## config.mk

```make
export PLATFORM = sky130hd
export DESIGN_NAME = sik_encoder_flat
export DESIGN_NICKNAME = d
export VERILOG_FILES = /design/src/rtl/sik_encoder_if.sv /design/src/rtl/sik_encoder.sv /design/src/flat_wrapper.sv
export SDC_FILE = /design/constraint.sdc
export NUM_CORES = 1
export LEC_CHECK = 0
export CAP_MARGIN = 20
export CELL_PAD_IN_SITES_DETAIL_PLACEMENT = 1
export CELL_PAD_IN_SITES_GLOBAL_PLACEMENT = 2
export CORE_AREA = 5 5 101 103
export CTS_CLUSTER_SIZE = 25
export DETAILED_ROUTE_END_ITERATION = 6
export DIE_AREA = 0 0 106 108
export PLACE_DENSITY_LB_ADDON = 0.1
export SYNTH_ARGS = -nofsm -noshare
export SYNTH_HDL_FRONTEND = slang
export SYNTH_SLANG_ARGS = --single-unit
export TNS_END_PERCENT = 10
```

## constraint.sdc

```tcl
create_clock -name clk -period 2.5 [get_ports clk]
set_clock_uncertainty 0.05 [all_clocks]
set_input_delay 0.5 -clock clk [delete_from_list [all_inputs] [get_ports clk]]
set_output_delay 0.5 -clock clk [all_outputs]
set_load 0.03 [all_outputs]
```

## src/rtl/sik_encoder_if.sv

```systemverilog
// Command/output bundle for the SIK instruction encoder.
// The master side is the command source, which also acts as the word consumer.
// The slave side is the encoder itself.
interface sik_encoder_if;
    logic        in_valid;
    logic        in_ready;
    logic        in_ext;
    logic [3:0]  in_op;
    logic [15:0] in_imm;
    logic        out_valid;
    logic        out_ready;
    logic [15:0] out_word;
    logic        out_pre;
    logic        err;
    logic [1:0]  err_code;
    logic [15:0] word_cnt;

    modport master (
        output in_valid, in_ext, in_op, in_imm, out_ready,
        input  in_ready, out_valid, out_word, out_pre, err, err_code, word_cnt
    );

    modport slave (
        input  in_valid, in_ext, in_op, in_imm, out_ready,
        output in_ready, out_valid, out_word, out_pre, err, err_code, word_cnt
    );
endinterface

```

## src/rtl/sik_encoder.sv

```systemverilog
// SIK instruction encoder: turns {opcode, 16-bit immediate} commands into
// instruction words. An immediate that does not fit in 12 bits is preceded by
// a 0xF "pre" word that carries its upper nibble.
module sik_encoder #(
    parameter bit PRE_ALWAYS = 1'b0,
    parameter bit SIGNED_FIT = 1'b1
) (
    input  logic          clk,
    input  logic          reset,
    sik_encoder_if.slave  bus
);

    localparam logic [1:0] ST_IDLE = 2'd0;
    localparam logic [1:0] ST_PRE  = 2'd1;
    localparam logic [1:0] ST_OP   = 2'd2;

    localparam logic [1:0] ERR_NONE  = 2'd0;
    localparam logic [1:0] ERR_OPCODE = 2'd1;
    localparam logic [1:0] ERR_RANGE = 2'd2;

    logic [1:0]  state_q,    state_d;
    logic [15:0] out_word_q, out_word_d;
    logic        out_pre_q,  out_pre_d;
    logic [15:0] op_word_q,  op_word_d;
    logic        err_q,      err_d;
    logic [1:0]  err_code_q, err_code_d;
    logic [15:0] word_cnt_q, word_cnt_d;

    logic        accept;
    logic        fire_out;
    logic [1:0]  cmd_err;
    logic        cmd_wide;
    logic        cmd_fits;
    logic        cmd_need_pre;
    logic [15:0] cmd_op_word;
    logic [15:0] cmd_pre_word;

    // Handshakes: a new command can enter when idle, or when the final word
    // of the current command retires this cycle.
    always_comb begin
        bus.in_ready  = (state_q == ST_IDLE) || ((state_q == ST_OP) && bus.out_ready);
        bus.out_valid = (state_q != ST_IDLE);
        accept        = bus.in_valid && bus.in_ready;
        fire_out      = bus.out_valid && bus.out_ready;
    end

    // Decode the presented command: legality, prefix need and encoded words.
    always_comb begin
        cmd_err  = ERR_NONE;
        cmd_wide = 1'b0;
        if (bus.in_ext) begin
            if ((bus.in_op == 4'h0) || (bus.in_op > 4'hC)) begin
                cmd_err = ERR_OPCODE;
            end
        end else begin
            if ((bus.in_op == 4'h0) || (bus.in_op > 4'h8)) begin
                cmd_err = ERR_OPCODE;
            end else if (bus.in_op <= 4'h3) begin
                // get/pop/put carry a 12-bit unsigned immediate only
                if (bus.in_imm[15:12] != 4'h0) begin
                    cmd_err = ERR_RANGE;
                end
            end else begin
                cmd_wide = 1'b1;
            end
        end

        if (SIGNED_FIT) begin
            cmd_fits = (bus.in_imm[15:12] == {4{bus.in_imm[11]}});
        end else begin
            cmd_fits = (bus.in_imm[15:12] == 4'h0);
        end
        cmd_need_pre = cmd_wide && (PRE_ALWAYS || !cmd_fits);

        if (bus.in_ext) begin
            cmd_op_word = {4'h0, 8'h00, bus.in_op};
        end else begin
            cmd_op_word = {bus.in_op, bus.in_imm[11:0]};
        end
        cmd_pre_word = {4'hF, 8'h00, bus.in_imm[15:12]};
    end

    // Next-state logic: retire words, sequence PRE -> OP, load new commands.
    always_comb begin
        state_d    = state_q;
        out_word_d = out_word_q;
        out_pre_d  = out_pre_q;
        op_word_d  = op_word_q;
        err_d      = 1'b0;
        err_code_d = err_code_q;
        word_cnt_d = word_cnt_q;

        if (fire_out) begin
            word_cnt_d = word_cnt_q + 16'd1;
        end

        case (state_q)
            ST_PRE: begin
                // The op word always follows its prefix; no command can cut in.
                if (bus.out_ready) begin
                    state_d    = ST_OP;
                    out_word_d = op_word_q;
                    out_pre_d  = 1'b0;
                end
            end
            ST_OP: begin
                if (bus.out_ready) begin
                    state_d = ST_IDLE;
                end
            end
            default: begin
                state_d = ST_IDLE;
            end
        endcase

        // Accept only happens in IDLE or when OP retires, so it overrides the
        // fall-back to IDLE above.
        if (accept) begin
            if (cmd_err != ERR_NONE) begin
                state_d    = ST_IDLE;
                err_d      = 1'b1;
                err_code_d = cmd_err;
            end else if (cmd_need_pre) begin
                state_d    = ST_PRE;
                out_word_d = cmd_pre_word;
                out_pre_d  = 1'b1;
                op_word_d  = cmd_op_word;
            end else begin
                state_d    = ST_OP;
                out_word_d = cmd_op_word;
                out_pre_d  = 1'b0;
            end
        end
    end

    // State registers with synchronous reset; reset discards any pending word.
    always_ff @(posedge clk) begin
        if (reset) begin
            state_q    <= ST_IDLE;
            out_word_q <= 16'h0000;
            out_pre_q  <= 1'b0;
            op_word_q  <= 16'h0000;
            err_q      <= 1'b0;
            err_code_q <= 2'd0;
            word_cnt_q <= 16'h0000;
        end else begin
            state_q    <= state_d;
            out_word_q <= out_word_d;
            out_pre_q  <= out_pre_d;
            op_word_q  <= op_word_d;
            err_q      <= err_d;
            err_code_q <= err_code_d;
            word_cnt_q <= word_cnt_d;
        end
    end

    // Drive registered outputs onto the bundle.
    always_comb begin
        bus.out_word = out_word_q;
        bus.out_pre  = out_pre_q;
        bus.err      = err_q;
        bus.err_code = err_code_q;
        bus.word_cnt = word_cnt_q;
    end

endmodule
```

## src/flat_wrapper.sv

```systemverilog
// flat-port wrapper written by rule: the top's interface ports become plain ports
module sik_encoder_flat 
#(
    parameter bit PRE_ALWAYS = 1'b0,
    parameter bit SIGNED_FIT = 1'b1
)
  (clk, reset, bus_in_valid, bus_in_ext, bus_in_op, bus_in_imm, bus_out_ready, bus_in_ready, bus_out_valid, bus_out_word, bus_out_pre, bus_err, bus_err_code, bus_word_cnt);
  sik_encoder_if bus_i ();
  input  logic clk;
  input  logic reset;
  input wire logic [$bits(bus_i.in_valid)-1:0] bus_in_valid;
  input wire logic [$bits(bus_i.in_ext)-1:0] bus_in_ext;
  input wire logic [$bits(bus_i.in_op)-1:0] bus_in_op;
  input wire logic [$bits(bus_i.in_imm)-1:0] bus_in_imm;
  input wire logic [$bits(bus_i.out_ready)-1:0] bus_out_ready;
  output wire logic [$bits(bus_i.in_ready)-1:0] bus_in_ready;
  output wire logic [$bits(bus_i.out_valid)-1:0] bus_out_valid;
  output wire logic [$bits(bus_i.out_word)-1:0] bus_out_word;
  output wire logic [$bits(bus_i.out_pre)-1:0] bus_out_pre;
  output wire logic [$bits(bus_i.err)-1:0] bus_err;
  output wire logic [$bits(bus_i.err_code)-1:0] bus_err_code;
  output wire logic [$bits(bus_i.word_cnt)-1:0] bus_word_cnt;
  assign bus_i.in_valid = bus_in_valid;
  assign bus_i.in_ext = bus_in_ext;
  assign bus_i.in_op = bus_in_op;
  assign bus_i.in_imm = bus_in_imm;
  assign bus_i.out_ready = bus_out_ready;
  assign bus_in_ready = bus_i.in_ready;
  assign bus_out_valid = bus_i.out_valid;
  assign bus_out_word = bus_i.out_word;
  assign bus_out_pre = bus_i.out_pre;
  assign bus_err = bus_i.err;
  assign bus_err_code = bus_i.err_code;
  assign bus_word_cnt = bus_i.word_cnt;
  sik_encoder #(.PRE_ALWAYS(PRE_ALWAYS), .SIGNED_FIT(SIGNED_FIT)) u_core (.clk(clk), .reset(reset), .bus(bus_i));
endmodule
```

==> results summary <==
The actual transition at the worst max-transition pin is 0.529 ns. The instance count after placement with tap cells included came out at around 470. The first global-routing pass estimated 12.7 mm of wire. The number of standard cells in the final layout excluding fillers is 481.

The arrival time at the worst endpoint came out at 2.38 ns. Traced cell by cell, the critical path runs through clkdlybuf4s50_1 > or4_4 > o2111ai_2 > buf_4 > nand4_4 > buf_4 > o21ai_0 > a21oi_1. After detailed placement, the total cell area comes to 3490 um^2. Synthesis inferred 54 register bits. The minimum setup slack after placement is -0.100 ns. The final critical delay including setup and external delays is 2.25 ns. Detailed placement finished with a half-perimeter wire length of 5.27 mm. The largest single stage delay on the critical path is 0.57 ns. The core region is between 9000 and 10000 um^2.

The synthesized cell area is 2580 um^2. Ranked by total cell area, the synthesized netlist is headed by sky130_fd_sc_hd__dfxtp_1 (42%), sky130_fd_sc_hd__a21oi_1 (6.6%), sky130_fd_sc_hd__mux2i_1 (6.2%). The CTS H-tree depth came out at 2. The number of gates resized after cts came out at 0.

After the first detailed-routing iteration, the DRC count stood at 93. The count of buffers added on input and output ports is 62. Measured along the x axis, the die boundary spans 106 um. The initial antenna violation count came out at 0. The power per unit of standard cell area is 513 nW/um^2. The synthesized design devotes to its leading area cell type 41.9% of total area. The cell that appears most often on the critical path is sky130_fd_sc_hd__buf_4.

The setup path with the least slack is of type in -> reg. The worst setup path is captured at a flip-flop. The leakage power came out at 1.35 nW. The final net count came out at 395. The total number of placement rows came out at 35. The required time of the worst setup path came out at 2.63 ns.

The run finished with clean final reports. The final-report max-slew violation count is 0. The number of iterations in the first detailed-routing pass is 4. The share of layout cells above drive strength 1 came out at ~16%.

In this run the most critical hold path is launched from u_core.bus.err_code[0]. Detailed routing inserted a total of about 2.4k vias. The startpoint type of the worst setup path is an input pin. Entering global routing, the biggest net connects 29 pins. Setup repair after global routing left no endpoint under its margin. The number of remaining DRC errors is 0. The routed wirelength normalized by instance count came out at 15.6 um.

The count of cells along the worst register-to-register path came out at 5. The period utilization is around 90%. The number of sinks driven by the clock tree came out at 54. The number of global-route vias before repair came out at 2538.

Global routing finished with a remaining overflow of 0. The number of antenna diodes in the final layout is 0. The number of stages on the worst setup path is 8. The commonest cells after synthesis are sky130_fd_sc_hd__dfxtp_1 (54), sky130_fd_sc_hd__a21oi_1 (34), sky130_fd_sc_hd__nor2_1 (24). The completed layout was analyzed and its total power is around 1.8 mW. The destination of the worst register-to-register timing path is u_core.bus.word_cnt[12].

The synthesized netlist net count is 315. After routing, the total negative slack on setup checks comes to 0 ns. The maximum clock path buffer count came out at 2.

The cell count after synthesis came out at 289. sky130_fd_sc_hd__dfxtp_1 takes more of the synthesized area than any other cell. During synthesis, Yosys emitted a total of 0 warnings.

In this run the worst path has a maximum fanout of 19. Measured on the finished design, the core utilization comes to 39.5%. The number of distinct standard cells referenced by the synthesized netlist came out at 47. The post-detailed-routing wire length is roughly 7.5 mm. The share of synthesized flip-flops with an asynchronous set or reset is 0%. The number of enable flip-flop cells after synthesis came out at 0. The last weighted congestion value of the routability-driven placer came out at between 0.7 and 0.8. The remaining antenna violation count after routing is 0. Following the worst setup path forward leads to its endpoint at u_core.op_word_q[11]. The cell with the largest stage delay on the worst path is sky130_fd_sc_hd__or4_4. The number of post-CTS setup repair buffers is 0. The hold buffer count at CTS is 0. The final count of hold timing violations came out at 0. The min-delay analysis places its worst path in the category reg -> reg.

The layout has 1068 filler cells. Counting the buffers created by CTS gives 5. The cell sitting at the root of the clock tree is a sky130_fd_sc_hd__clkbuf_8. sky130_fd_sc_hd__dfxtp_1 is the most common cell in the netlist. In this run the count of I/O pins placed on the die edge is 63.

The headroom to the max-slew limit came out at 64.8%. Across the VDD grid, the largest voltage drop is 0.201 mV. The average footprint of a synthesized cell came out at approximately 8.9 um^2. The vertical die dimension came out at 108 um. For the worst-skew pair, the clock arrives at the later sink with an insertion delay of approximately 0.3 ns. In this design, the largest share of critical-path delay is due to buffers and inverters. TritonCTS built the clock tree. The max-capacitance violation count is 0. The summed area of non-filler cells in the final layout is roughly 3600 um^2.

Among all flip-flop cells after synthesis, the most frequent one is sky130_fd_sc_hd__dfxtp_1. For flop-to-flop paths, the worst setup slack is 0.74 ns. The initial standard-cell utilization of the core came out at 28.3%. The worst path buffer plus inverter count came out at 3. The origin of the critical flop-to-flop path is u_core.bus.word_cnt[4]. Static timing analysis puts the maximum clock frequency at about 440 MHz. The final setup slack of the worst path came out at ~0.25 ns. The count of final setup violators is 0. Tracing the worst setup path back leads to its startpoint at bus_in_imm[13]. The clock-pin transition on the worst setup and hold timing paths came out at 0.10 ns. The worst hold slack came out at about 0.42 ns. The layout-stage area growth over the synthesis result came out at 39.4%. The vias per cell came out at 4.89.

The area of the die came out at 11400 um^2. The sequential share of the synthesized area came out at 41.9%. The total global routing track utilization is roughly 14%.
==> layer usage <==
layer	global-route usage [%]	vias up	share of wire, %
li1	-	1197	-
met1	18.2	1109	50
met2	22.5	42	46
met3	2.21	6	3.0
met4	4.16	0	1.3
met5	0	-	0
==> report_power, final <==
group          total, mW  internal (mW)  switching (mW)
Clock              0.585          0.300           0.285
Combinational      0.353          0.162           0.191
Sequential         0.906          0.887          0.0189
Total               1.84           1.35           0.494
==> registers in the layout (all words and copies together) (netlist names) <==
name                 flops
u_core.bus.err           1
u_core.bus.err_code      2
u_core.bus.out_pre       1
u_core.bus.out_word     16
u_core.bus.word_cnt     16
u_core.op_word_q        16
u_core.state_q           2
==> placed cells by master, fill, tap and decap left out, types with 2 or more instances in the layout <==
| cell type | instances |
|---|---|
| sky130_fd_sc_hd__or2_2 | 2 |
| sky130_fd_sc_hd__mux2_2 | 8 |
| sky130_fd_sc_hd__nand2_1 | 20 |
| sky130_fd_sc_hd__clkbuf_8 | 5 |
| sky130_fd_sc_hd__xnor2_1 | 6 |
| sky130_fd_sc_hd__o21ai_1 | 4 |
| sky130_fd_sc_hd__xor2_1 | 9 |
| sky130_fd_sc_hd__nand4_1 | 21 |
| sky130_fd_sc_hd__buf_4 | 31 |
| sky130_fd_sc_hd__and3_1 | 2 |
| sky130_fd_sc_hd__clkbuf_1 | 2 |
| sky130_fd_sc_hd__nand3_1 | 7 |
| sky130_fd_sc_hd__o21a_1 | 4 |
| sky130_fd_sc_hd__mux2i_1 | 16 |
| sky130_fd_sc_hd__nor2b_1 | 4 |
| sky130_fd_sc_hd__dfxtp_1 | 54 |
| sky130_fd_sc_hd__nand2b_1 | 2 |
| sky130_fd_sc_hd__a21oi_1 | 34 |
| sky130_fd_sc_hd__a211oi_1 | 12 |
| sky130_fd_sc_hd__o21ai_0 | 8 |
| sky130_fd_sc_hd__buf_12 | 3 |
| sky130_fd_sc_hd__nor2_1 | 24 |
| sky130_fd_sc_hd__clkdlybuf4s50_1 | 60 |
| sky130_fd_sc_hd__inv_1 | 8 |
==> layout make-up <==
class	count	area, um^2	share of cell area [%]
Clock buffer	7	76.3	2.12
Sequential cell	54	1080	30.1
Tap cell	111	139	3.86
Multi-Input combinational cell	205	1340	37.3
Clock inverter	1	30.0	0.835
Inverter	8	30.0	0.835
Timing Repair Buffer	95	898	25.0
==> logic make-up after synthesis <==
group / Yosys count / share of synthesized area (%)
adder cells (fa/ha/maj): 1 / 0.485
XOR/XNOR: 15 / 5.09
flip-flops: 54 / 41.9
AND/OR/NAND/NOR: 93 / 19.2
multiplexers: 24 / 9.70
buffers and inverters: 30 / 6.06
AO/OA/AOI/OAI: 72 / 17.6
==> worst reg2reg max path, delay by kind of cell, from the launching register on <==
family / cells / cell delay (ns)
and+or+nand+nor: 4 / 1.04
DFF: 1 / 0.43
xor gates and xnor gates: 1 / 0.13
==> worst min-delay path by stage <==
stage / endpoint / slack, ns / depth (start not counted)
after floorplan: u_core.op_word_q[11] / 0.40 / 2
after global placement: u_core.bus.out_pre / 0.40 / 2
after detailed placement: u_core.bus.err_code[0] / 0.41 / 2
after CTS: u_core.bus.err_code[0] / 0.43 / 2
after global routing: u_core.op_word_q[4] / 0.46 / 2
final: u_core.bus.err_code[0] / 0.42 / 2
Note: power is estimated with default switching activity, not from simulation.
